### src/rtl/acl_pkg.sv
// Shared types and constants for the ACL 5-tuple extractor.
// Holds the tuple layout, ethertype/protocol codes and FSM states.
package acl_pkg;

  localparam int BYTE_W  = 8;
  localparam int TUPLE_W = 104;

  localparam logic [15:0] ETHERTYPE_IPV4 = 16'h0800;
  localparam logic [15:0] ETHERTYPE_VLAN = 16'h8100;
  localparam logic [7:0]  PROTO_TCP      = 8'd6;
  localparam logic [7:0]  PROTO_UDP      = 8'd17;

  typedef struct packed {
    logic [31:0] src_ip;
    logic [31:0] dst_ip;
    logic [15:0] src_port;
    logic [15:0] dst_port;
    logic [7:0]  proto;
  } acl_tuple_t;

  typedef enum logic [2:0] {
    ST_ETH,
    ST_IPH,
    ST_L4,
    ST_DRAIN,
    ST_VLAN
  } acl_state_t;

endpackage

### src/rtl/acl_tuple_extractor.sv
// Passive IPv4 5-tuple extractor observing an AXI-Stream byte bus.
// In: clk, rst_n, s_tvalid/s_tready/s_tdata/s_tlast.
// Out: tuple_out, tuple_valid, tuple_count, skip_count.
// Option: ACL_VLAN_EN adds one 802.1Q tag level (shifts offsets by 4).
module acl_tuple_extractor
  import acl_pkg::*;
(
  input  logic               clk,
  input  logic               rst_n,
  input  logic               s_tvalid,
  input  logic               s_tready,
  input  logic [BYTE_W-1:0]  s_tdata,
  input  logic               s_tlast,
  output logic [TUPLE_W-1:0] tuple_out,
  output logic               tuple_valid,
  output logic [31:0]        tuple_count,
  output logic [31:0]        skip_count
);

  acl_state_t st_q, st_d;
  acl_tuple_t tup_q;

  logic        beat;
  logic [6:0]  cnt_q;
  logic [7:0]  prev_q;
  logic [15:0] etype;
  logic [3:0]  ihl_q;
  logic [7:0]  proto_q;
  logic [31:0] src_q, dst_q, src_d, dst_d;
  logic [15:0] sp_q, dp_q, sp_d, dp_d;
  logic [6:0]  base;
  logic [6:0]  ip_idx;
  logic [6:0]  hdr_last;
  logic [6:0]  l4_idx;
  logic        is_l4;
  logic        ver_ok;
  logic        emit, skip;

`ifdef ACL_VLAN_EN
  logic vlan_q;
  assign base = vlan_q ? 7'd18 : 7'd14;
`else
  assign base = 7'd14;
`endif

  assign beat     = s_tvalid && s_tready;
  assign etype    = {prev_q, s_tdata};
  assign ip_idx   = cnt_q - base;
  assign hdr_last = base + {1'b0, ihl_q, 2'b00} - 7'd1;
  assign l4_idx   = cnt_q - hdr_last - 7'd1;
  assign is_l4    = (proto_q == PROTO_TCP) || (proto_q == PROTO_UDP);
  assign ver_ok   = (s_tdata[7:4] == 4'd4) && (s_tdata[3:0] >= 4'd5);

  // Byte-shift capture; *_d includes the current byte so an
  // emission on the field's last byte sees the complete value.
  always_comb begin
    src_d = src_q;
    dst_d = dst_q;
    sp_d  = sp_q;
    dp_d  = dp_q;
    if (st_q == ST_IPH && ip_idx[6:2] == 5'd3)
      src_d = {src_q[23:0], s_tdata};
    if (st_q == ST_IPH && ip_idx[6:2] == 5'd4)
      dst_d = {dst_q[23:0], s_tdata};
    if (st_q == ST_L4 && l4_idx[6:1] == 6'd0)
      sp_d = {sp_q[7:0], s_tdata};
    if (st_q == ST_L4 && l4_idx[6:1] == 6'd1)
      dp_d = {dp_q[7:0], s_tdata};
  end

  always_ff @(posedge clk or negedge rst_n) begin
    if (!rst_n) st_q <= ST_ETH;
    else        st_q <= st_d;
  end

  always_comb begin
    st_d = st_q;
    emit = 1'b0;
    skip = 1'b0;
    if (beat) begin
      unique case (st_q)
        ST_ETH: begin
          if (s_tlast) begin
            skip = 1'b1;
          end else if (cnt_q == 7'd13) begin
            if (etype == ETHERTYPE_IPV4) begin
              st_d = ST_IPH;
`ifdef ACL_VLAN_EN
            end else if (etype == ETHERTYPE_VLAN) begin
              st_d = ST_VLAN;
`endif
            end else begin
              st_d = ST_DRAIN;
              skip = 1'b1;
            end
          end
        end
`ifdef ACL_VLAN_EN
        ST_VLAN: begin
          if (s_tlast) begin
            st_d = ST_ETH;
            skip = 1'b1;
          end else if (cnt_q == 7'd17) begin
            if (etype == ETHERTYPE_IPV4) begin
              st_d = ST_IPH;
            end else begin
              st_d = ST_DRAIN;
              skip = 1'b1;
            end
          end
        end
`endif
        ST_IPH: begin
          if (ip_idx == 7'd0 && !ver_ok) begin
            skip = 1'b1;
            st_d = s_tlast ? ST_ETH : ST_DRAIN;
          end else if (ip_idx != 7'd0 && cnt_q == hdr_last && !is_l4) begin
            emit = 1'b1;
            st_d = s_tlast ? ST_ETH : ST_DRAIN;
          end else if (s_tlast) begin
            skip = 1'b1;
            st_d = ST_ETH;
          end else if (ip_idx != 7'd0 && cnt_q == hdr_last) begin
            st_d = ST_L4;
          end
        end
        ST_L4: begin
          if (l4_idx == 7'd3) begin
            emit = 1'b1;
            st_d = s_tlast ? ST_ETH : ST_DRAIN;
          end else if (s_tlast) begin
            skip = 1'b1;
            st_d = ST_ETH;
          end
        end
        ST_DRAIN: begin
          if (s_tlast) st_d = ST_ETH;
        end
        default: st_d = ST_ETH;
      endcase
    end
  end

  always_ff @(posedge clk or negedge rst_n) begin
    if (!rst_n) begin
      cnt_q       <= '0;
      prev_q      <= '0;
      ihl_q       <= '0;
      proto_q     <= '0;
      src_q       <= '0;
      dst_q       <= '0;
      sp_q        <= '0;
      dp_q        <= '0;
      tup_q       <= '0;
      tuple_valid <= 1'b0;
      tuple_count <= '0;
      skip_count  <= '0;
`ifdef ACL_VLAN_EN
      vlan_q      <= 1'b0;
`endif
    end else begin
      tuple_valid <= emit;
      if (beat) begin
        prev_q <= s_tdata;
        if (s_tlast)
          cnt_q <= '0;
        else if (cnt_q != 7'd127)
          cnt_q <= cnt_q + 7'd1;
        src_q <= src_d;
        dst_q <= dst_d;
        sp_q  <= sp_d;
        dp_q  <= dp_d;
        if (st_q == ST_IPH && ip_idx == 7'd9)
          proto_q <= s_tdata;
        if (st_q == ST_IPH && ip_idx == 7'd0)
          ihl_q <= s_tdata[3:0];
`ifdef ACL_VLAN_EN
        if (st_q == ST_ETH)  vlan_q <= 1'b0;
        if (st_q == ST_VLAN) vlan_q <= 1'b1;
`endif
      end
      if (emit) begin
        tup_q.src_ip   <= src_d;
        tup_q.dst_ip   <= dst_d;
        tup_q.src_port <= (st_q == ST_L4) ? sp_d : 16'd0;
        tup_q.dst_port <= (st_q == ST_L4) ? dp_d : 16'd0;
        tup_q.proto    <= proto_q;
        tuple_count    <= tuple_count + 32'd1;
      end
      if (skip)
        skip_count <= skip_count + 32'd1;
    end
  end

  assign tuple_out = tup_q;

endmodule

### config.mk
export PLATFORM = sky130hd
export DESIGN_NAME = acl_tuple_extractor
export DESIGN_NICKNAME = d
export VERILOG_FILES = /design/src/rtl/acl_pkg.sv /design/src/rtl/acl_tuple_extractor.sv
export SDC_FILE = /design/constraint.sdc
export NUM_CORES = 1
export LEC_CHECK = 0
export CAP_MARGIN = 20
export CORE_MARGIN = 5
export CORE_UTILIZATION = 55
export CTS_CLUSTER_DIAMETER = 40
export DETAILED_ROUTE_END_ITERATION = 16
export PLACE_DENSITY = 0.92
export SLEW_MARGIN = 15
export SYNTH_ARGS = -nofsm -noshare
export SYNTH_HDL_FRONTEND = slang
export SYNTH_SLANG_ARGS = --single-unit
### constraint.sdc
create_clock -name clk -period 4.1 [get_ports clk]
set_clock_uncertainty 0.2 [all_clocks]
set_input_delay 0.82 -clock clk [delete_from_list [all_inputs] [get_ports clk]]
set_output_delay 0.82 -clock clk [all_outputs]
set_load 0.005 [all_outputs]
# --- After elaboration in Yosys (flattened, before gate mapping) ---
# Index checks and enable logic that the tools add are counted.
classes:
  add_sub_neg: 8
  n_lt_le_gt_ge: 1
  eq_ne: 18
  n_mux: 33
  reduce_logical: 23
op_table:
  columns: ["op", "n"]
  rows:
  - ["32-bit by 1-bit adder with 32-bit output (second input constant)", 2]
  - ["16-bit 2-to-1 mux", 4]
  - ["32-bit 2-to-1 mux", 2]
  - ["3-bit 2-to-1 mux", 8]
  - ["16-bit by 12-bit == test with 1-bit output (second input constant)", 1]
  - ["7-bit by 4-bit == test with 1-bit output (second input constant)", 2]
  - ["7-bit 2-to-1 mux", 2]
  - ["7-bit by 1-bit subtractor with 7-bit output (second input constant)", 2]
  - ["1-bit 2-to-1 mux", 12]
  - ["3-bit case mux with 4 select lines", 1]
  - ["1-bit logical AND", 11]
  - ["8-bit by 3-bit == test with 1-bit output (second input constant)", 1]
  - ["8-bit by 5-bit == test with 1-bit output (second input constant)", 1]
  - ["4-bit by 6-bit adder with 7-bit output (first input constant)", 1]
  - ["7-bit by 1-bit adder with 7-bit output (second input constant)", 1]
  - ["7-bit by 2-bit == test with 1-bit output (second input constant)", 1]
  - ["7-bit == test", 1]
  - ["7-bit logical NOT", 1]
  - ["7-bit inequality test (second input constant)", 1]
  - ["7-bit nonzero test", 1]
  - ["7-bit by 4-bit subtractor with 7-bit output (second input constant)", 1]
  - ["7-bit subtractor", 1]
  - ["3-bit by 2-bit == test with 1-bit output (second input constant)", 2]
  - ["6-bit by 1-bit == test with 1-bit output (second input constant)", 1]
  - ["other kinds (17)", 22]
totals:
  ff_bits: 295
  inputBits: 13
  out_inout_bits: 169
  wordCells: 100

# --- Depth between registers and ports, before layout ---
depth:
  ltp_word: 9
  ltp_mapped: 15
  ltp_nobuf: 12

# --- Worst setup path after synthesis ---
# OpenSTA, ideal clock, no wires.
synth_path:
  path_type: "register to register"
  from: "register ihl_q[0]"
  to: "register tup_q, in the netlist tuple_out[29]"
  setup_time_ps: 132
  t_arrival_ps: 2802
  required_time_ps: 3768
  setup_slack_ps: 966
  path_stages_with_launch: 15
  n_path_buf: 3
  period_less_slack_ps: 3134
  path_cell_list: "dfrtp_1 inv_1 ha_1 xor2_1 ha_1 buf_2 and3_1 nand4b_1 a211o_1 and3_1 nor3b_1 buf_4 buf_4 mux2i_1 o21ai_1"
synth_between:
  elab_chain_len: 9
  elab_cells_between_ends: 17
  cone_classes: "add/sub (4); eq/ne (2); mux (7); reduce/logical (4)"
synth_lines:
  columns: ["item", "line", "rtl"]
  rows:
  - ["start: declaration", "acl_tuple_extractor.sv:27", "logic [3:0] ihl_q;"]
  - ["start signal: assignment", "acl_tuple_extractor.sv:176", "ihl_q <= s_tdata[3:0];"]
  - ["4-bit by 6-bit adder with 7-bit output (*)", "acl_tuple_extractor.sv:49", "assign hdr_last = base + {1'b0, ihl_q, 2'b00} - 7'd1;"]
  - ["7-bit by 1-bit subtractor with 7-bit output (*)", "acl_tuple_extractor.sv:49", null]
  - ["branches (longest 7 deep; another with 7-bit subtractor)", null, null]
  - ["end: declaration", "acl_tuple_extractor.sv:21", "acl_tuple_t tup_q;"]
# Every way passes the cells marked *.
# A chain may end at the register's enable or synchronous reset.

# --- Final worst setup path ---
layout_path:
  from: "register ihl_q[0]"
  to: "register tup_q, in the netlist tuple_out[94]"
layout_between:
  elab_chain_len: 9
  elab_cells_between_ends: 13
  cone_classes: "add/sub (4); eq/ne (2); mux (5); reduce/logical (2)"
layout_lines:
  columns: ["item", "line", "rtl"]
  rows:
  - ["4-bit by 6-bit adder with 7-bit output (*)", "acl_tuple_extractor.sv:49", null]
  - ["7-bit by 1-bit subtractor with 7-bit output (*)", "acl_tuple_extractor.sv:49", null]
  - ["branches (longest 5 deep; another with 7-bit subtractor)", null, null]
  - ["1-bit case mux with 2 select lines (*)", "acl_tuple_extractor.sv:81", "unique case (st_q)"]
  - ["1-bit 2-to-1 mux (*)", "acl_tuple_extractor.sv:80", "if (beat) begin"]
# Marks and branches as above.

==> impl_metrics.py <==
metrics = {
    "synthesis": {
        "synth.avg_cell_area_um2": 11.7,
        "synth_compound_area_share_pct": 7.12,
        "synth-adder-area-share_pct": 1.33,
        "yosys_most_used_dff": "dfrtp_1",
        "synthMuxAreaShare_pct": 16.1,
        "async_reset_ff_share_pct": 100,
        "seq_area_frac_synth_pct": 53.9,
        "syn_area_um2": 13700,
        "ys_warn_count": 0,
        "synthCells": 1165,
        "synth_top_family_by_area": "multiplexers",
        "synth_simple_gate_area_share_pct": 13.5,
        "synthDistinctLibCells": 76,
        "synthesis.nets": 1192,
        "synth-edff-count": 0,
        "synth_seq_cells": 295,
        "synthXorXnorAreaFrac_pct": 4.79,
    },
    "timing": {
        "slew_headroom_pct": 46.5,
        "tightest_slew_ns": 0.801,
        "finalHoldViolCount": 0,
        "rsz0062_at_grt": "false",
        "max_freq_ghz": 0.277,
        "setup_violations": 0,
        "period_minus_slack_ns": 3.61,
        "holdWs_ns": 0.0424,
        "tns_ns": 0,
        "finalMaxSlewViolations": 0,
        "fin_crit_sh_pct": 88.1,
    },
    "setup_path": {
        "r2r-start": "ihl_q[0]",
        "crit_fanout": 65,
        "cpPeakStageDelay_ns": 0.51,
        "cp_top_family": "compound AO/OA/AOI/OAI gates",
        "crit_slowest_cell": "buf_4",
        "end_kind": "flop",
        "crit_arrival_ns": 3.77,
        "startpoint": "ihl_q[0]",
        "path_class": "flop to flop",
        "crit_buf_inv": 2,
        "crit_chain": "inv_1, ha_1, xor2_1, ha_1, a21oi_1, a21oi_1, o211ai_1, a31o_1, a21boi_4, buf_4, o21ai_0",
        "required_ns": 4.26,
        "cp-start-kind": "flop",
    },
    "die": {
        "dieArea_um2": 28100,
        "die_h_um": 168,
        "core_um2": 24400,
        "die_w_um": 168,
        "initial_core_util_pct": 56.1,
        "io_pins": 182,
        "rows": 57,
    },
    "clock_network": {
        "insertion_delay_ns": 0.52,
        "cts.htree.levels": 2,
        "postCtsSetupBuffers": 0,
        "cts_tree": "yes",
        "cts_resized": 0,
        "cts.sinks": 295,
        "ctsLongestPathBuffers": 3,
        "cts_hold_buf": 0,
        "clk_pin_slew_ns": 0.05,
        "cts_made_buffers": 38,
        "cts_root_buf": "clkbuf_16",
    },
    "placed_design": {
        "dpl.hpwl_um": 21300,
        "postPlaceCellArea_um2": 15800,
        "place_congestion": 0.926,
        "io_buffer_count": 181,
    },
    "hold_path": {
        "hold_path_class": "input pin to asynchronous set/reset pin",
    },
    "drt": {
        "drt_wl_total_um": 32500,
        "initialDrtViolationCount": 637,
        "dr_total_vias": 9775,
        "ant_nets": 0,
        "route.detailed.drc": 0,
        "drt_pass1_iterations": 5,
        "vias_per_cell": 5.77,
        "wl_per_cell_um": 19.2,
    },
    "grt": {
        "grt_pass1_wl_um": 54200,
        "grt_max_degree": 128,
        "grt_use_total_pct": 23.3,
        "antenna_found_initial": 0,
        "grt_pass1_vias": 10198,
        "grt-ovfl-total": 0,
    },
    "status": {
        "status": "finished, final reports clean",
    },
    "pwr": {
        "p_total_w": 0.00696,
        "max-vdd-ir-drop_mv": 0.289,
        "power.density_nw_per_um2": 407,
        "p_leak_nw": 7.89,
    },
    "layout": {
        "fillers": 1671,
        "final_common_cell": "dfrtp_1",
        "antenna_cells": 0,
        "num-nets-final": 1367,
        "area_growth_pct": 25.1,
        "final_cell_mix": "dfrtp_1, clkdlybuf4s50_1, nand2_1",
        "design_area_um2": 17100,
        "drive_gt1_share_pct": 15.7,
        "seq_area_um2": 7380,
        "fin_util_pct": 70.2,
        "multi_input_area_um2": 5890,
    },
    "run": {
        "cap_viol_max_count": 0,
    },
}
## through the flow
step	setup slack [ns]	std cells
2_1_floorplan	0.966	1165
3_3_place_gp	0.457	1624
3_5_place_dp	0.422	1624
4_1_cts	0.521	1693
5_1_grt	0.237	1693
6_report	0.489	1693
## final timing paths
kind / to / slack (ns) / cells after the start
setup / recovery: tuple_out[94] / 0.49 / 11
hold / removal: tuple_out[29] / 0.04 / 1
setup reg to reg: tuple_out[94] / 0.49 / 11
hold reg to reg: tuple_out[1] / 0.27 / 2
max in group asynchronous: tuple_out[76] / 2.61 / 2
min in group clk: tuple_out[1] / 0.27 / 2
## logic make-up after synthesis
kind of cell | Yosys count
AND/OR/NAND/NOR | 329
adder cells (fa/ha/maj) | 14
flip-flops | 295
AO/OA/AOI/OAI | 162
buffers and inverters | 84
multiplexers | 207
XOR/XNOR | 74
## layer usage
| metal | vias to the layer above | track usage (%) | routed length (um) |
|---|---|---|---|
| li1 | 4475 | - | - |
| met1 | 4904 | 31.3 | 13700 |
| met2 | 312 | 37.9 | 15800 |
| met3 | 84 | 4.86 | 1960 |
| met4 | 0 | 8.33 | 1120 |
| met5 | - | 0 | 0 |
## synth_stat cells (11+ instances only)
library cell	number	area, um2
dfrtp_1	295	7380
nand2_1	167	627
mux2i_1	97	971
o21ai_0	91	455
mux2_2	80	901
xnor2_1	38	333
xor2_1	35	307
mux2_1	30	338
and3_1	28	175
buf_2	27	135
clkbuf_1	26	97.6
nor2_1	24	90.1
o21ai_1	22	110
nand3_1	20	100
o211ai_1	16	120
nor4_2	14	175
ha_1	13	163
nand4_1	13	81.3
buf_4	12	90.1
inv_1	11	41.3
## where the power goes
group	leakage [nW]	internal, W	switching, W
Combinational	3.16	0.000168	0.000230
Clock	0.650	0.00225	0.00126
Sequential	4.08	0.00297	0.0000913
Total	7.89	0.00539	0.00158
## cell type report
type                       count  share of cell area, %
clock buffer                  51                   6.33
clock inverter                18                   1.59
inverter                      12                  0.263
multi-input combinational    786                   34.4
sequential                   295                   43.1
tap                          324                   2.37
timing repair buffer         207                   12.0
## state kept, by name, summed over array words and instances (netlist names)
| name | count |
|---|---|
| proto_q | 8 |
| dp_q | 16 |
| tuple_count | 32 |
| skip_count | 32 |
| dst_q | 32 |
| ihl_q | 4 |
| src_q | 32 |
| st_q | 3 |
| prev_q | 8 |
| cnt_q | 7 |
| sp_q | 16 |
| tuple_valid | 1 |
| tuple_out | 104 |
## worst reg2reg max path: cells and delay by family (launching register included)
kind | cells | cell delay, ns
XOR/XNOR | 1 | 0.14
buffers and inverters | 2 | 0.58
AO/OA/AOI/OAI | 6 | 1.50
adder cells (fa/ha/maj) | 2 | 0.60
flip-flops | 1 | 0.43
Note: power is estimated with default switching activity, not from simulation.
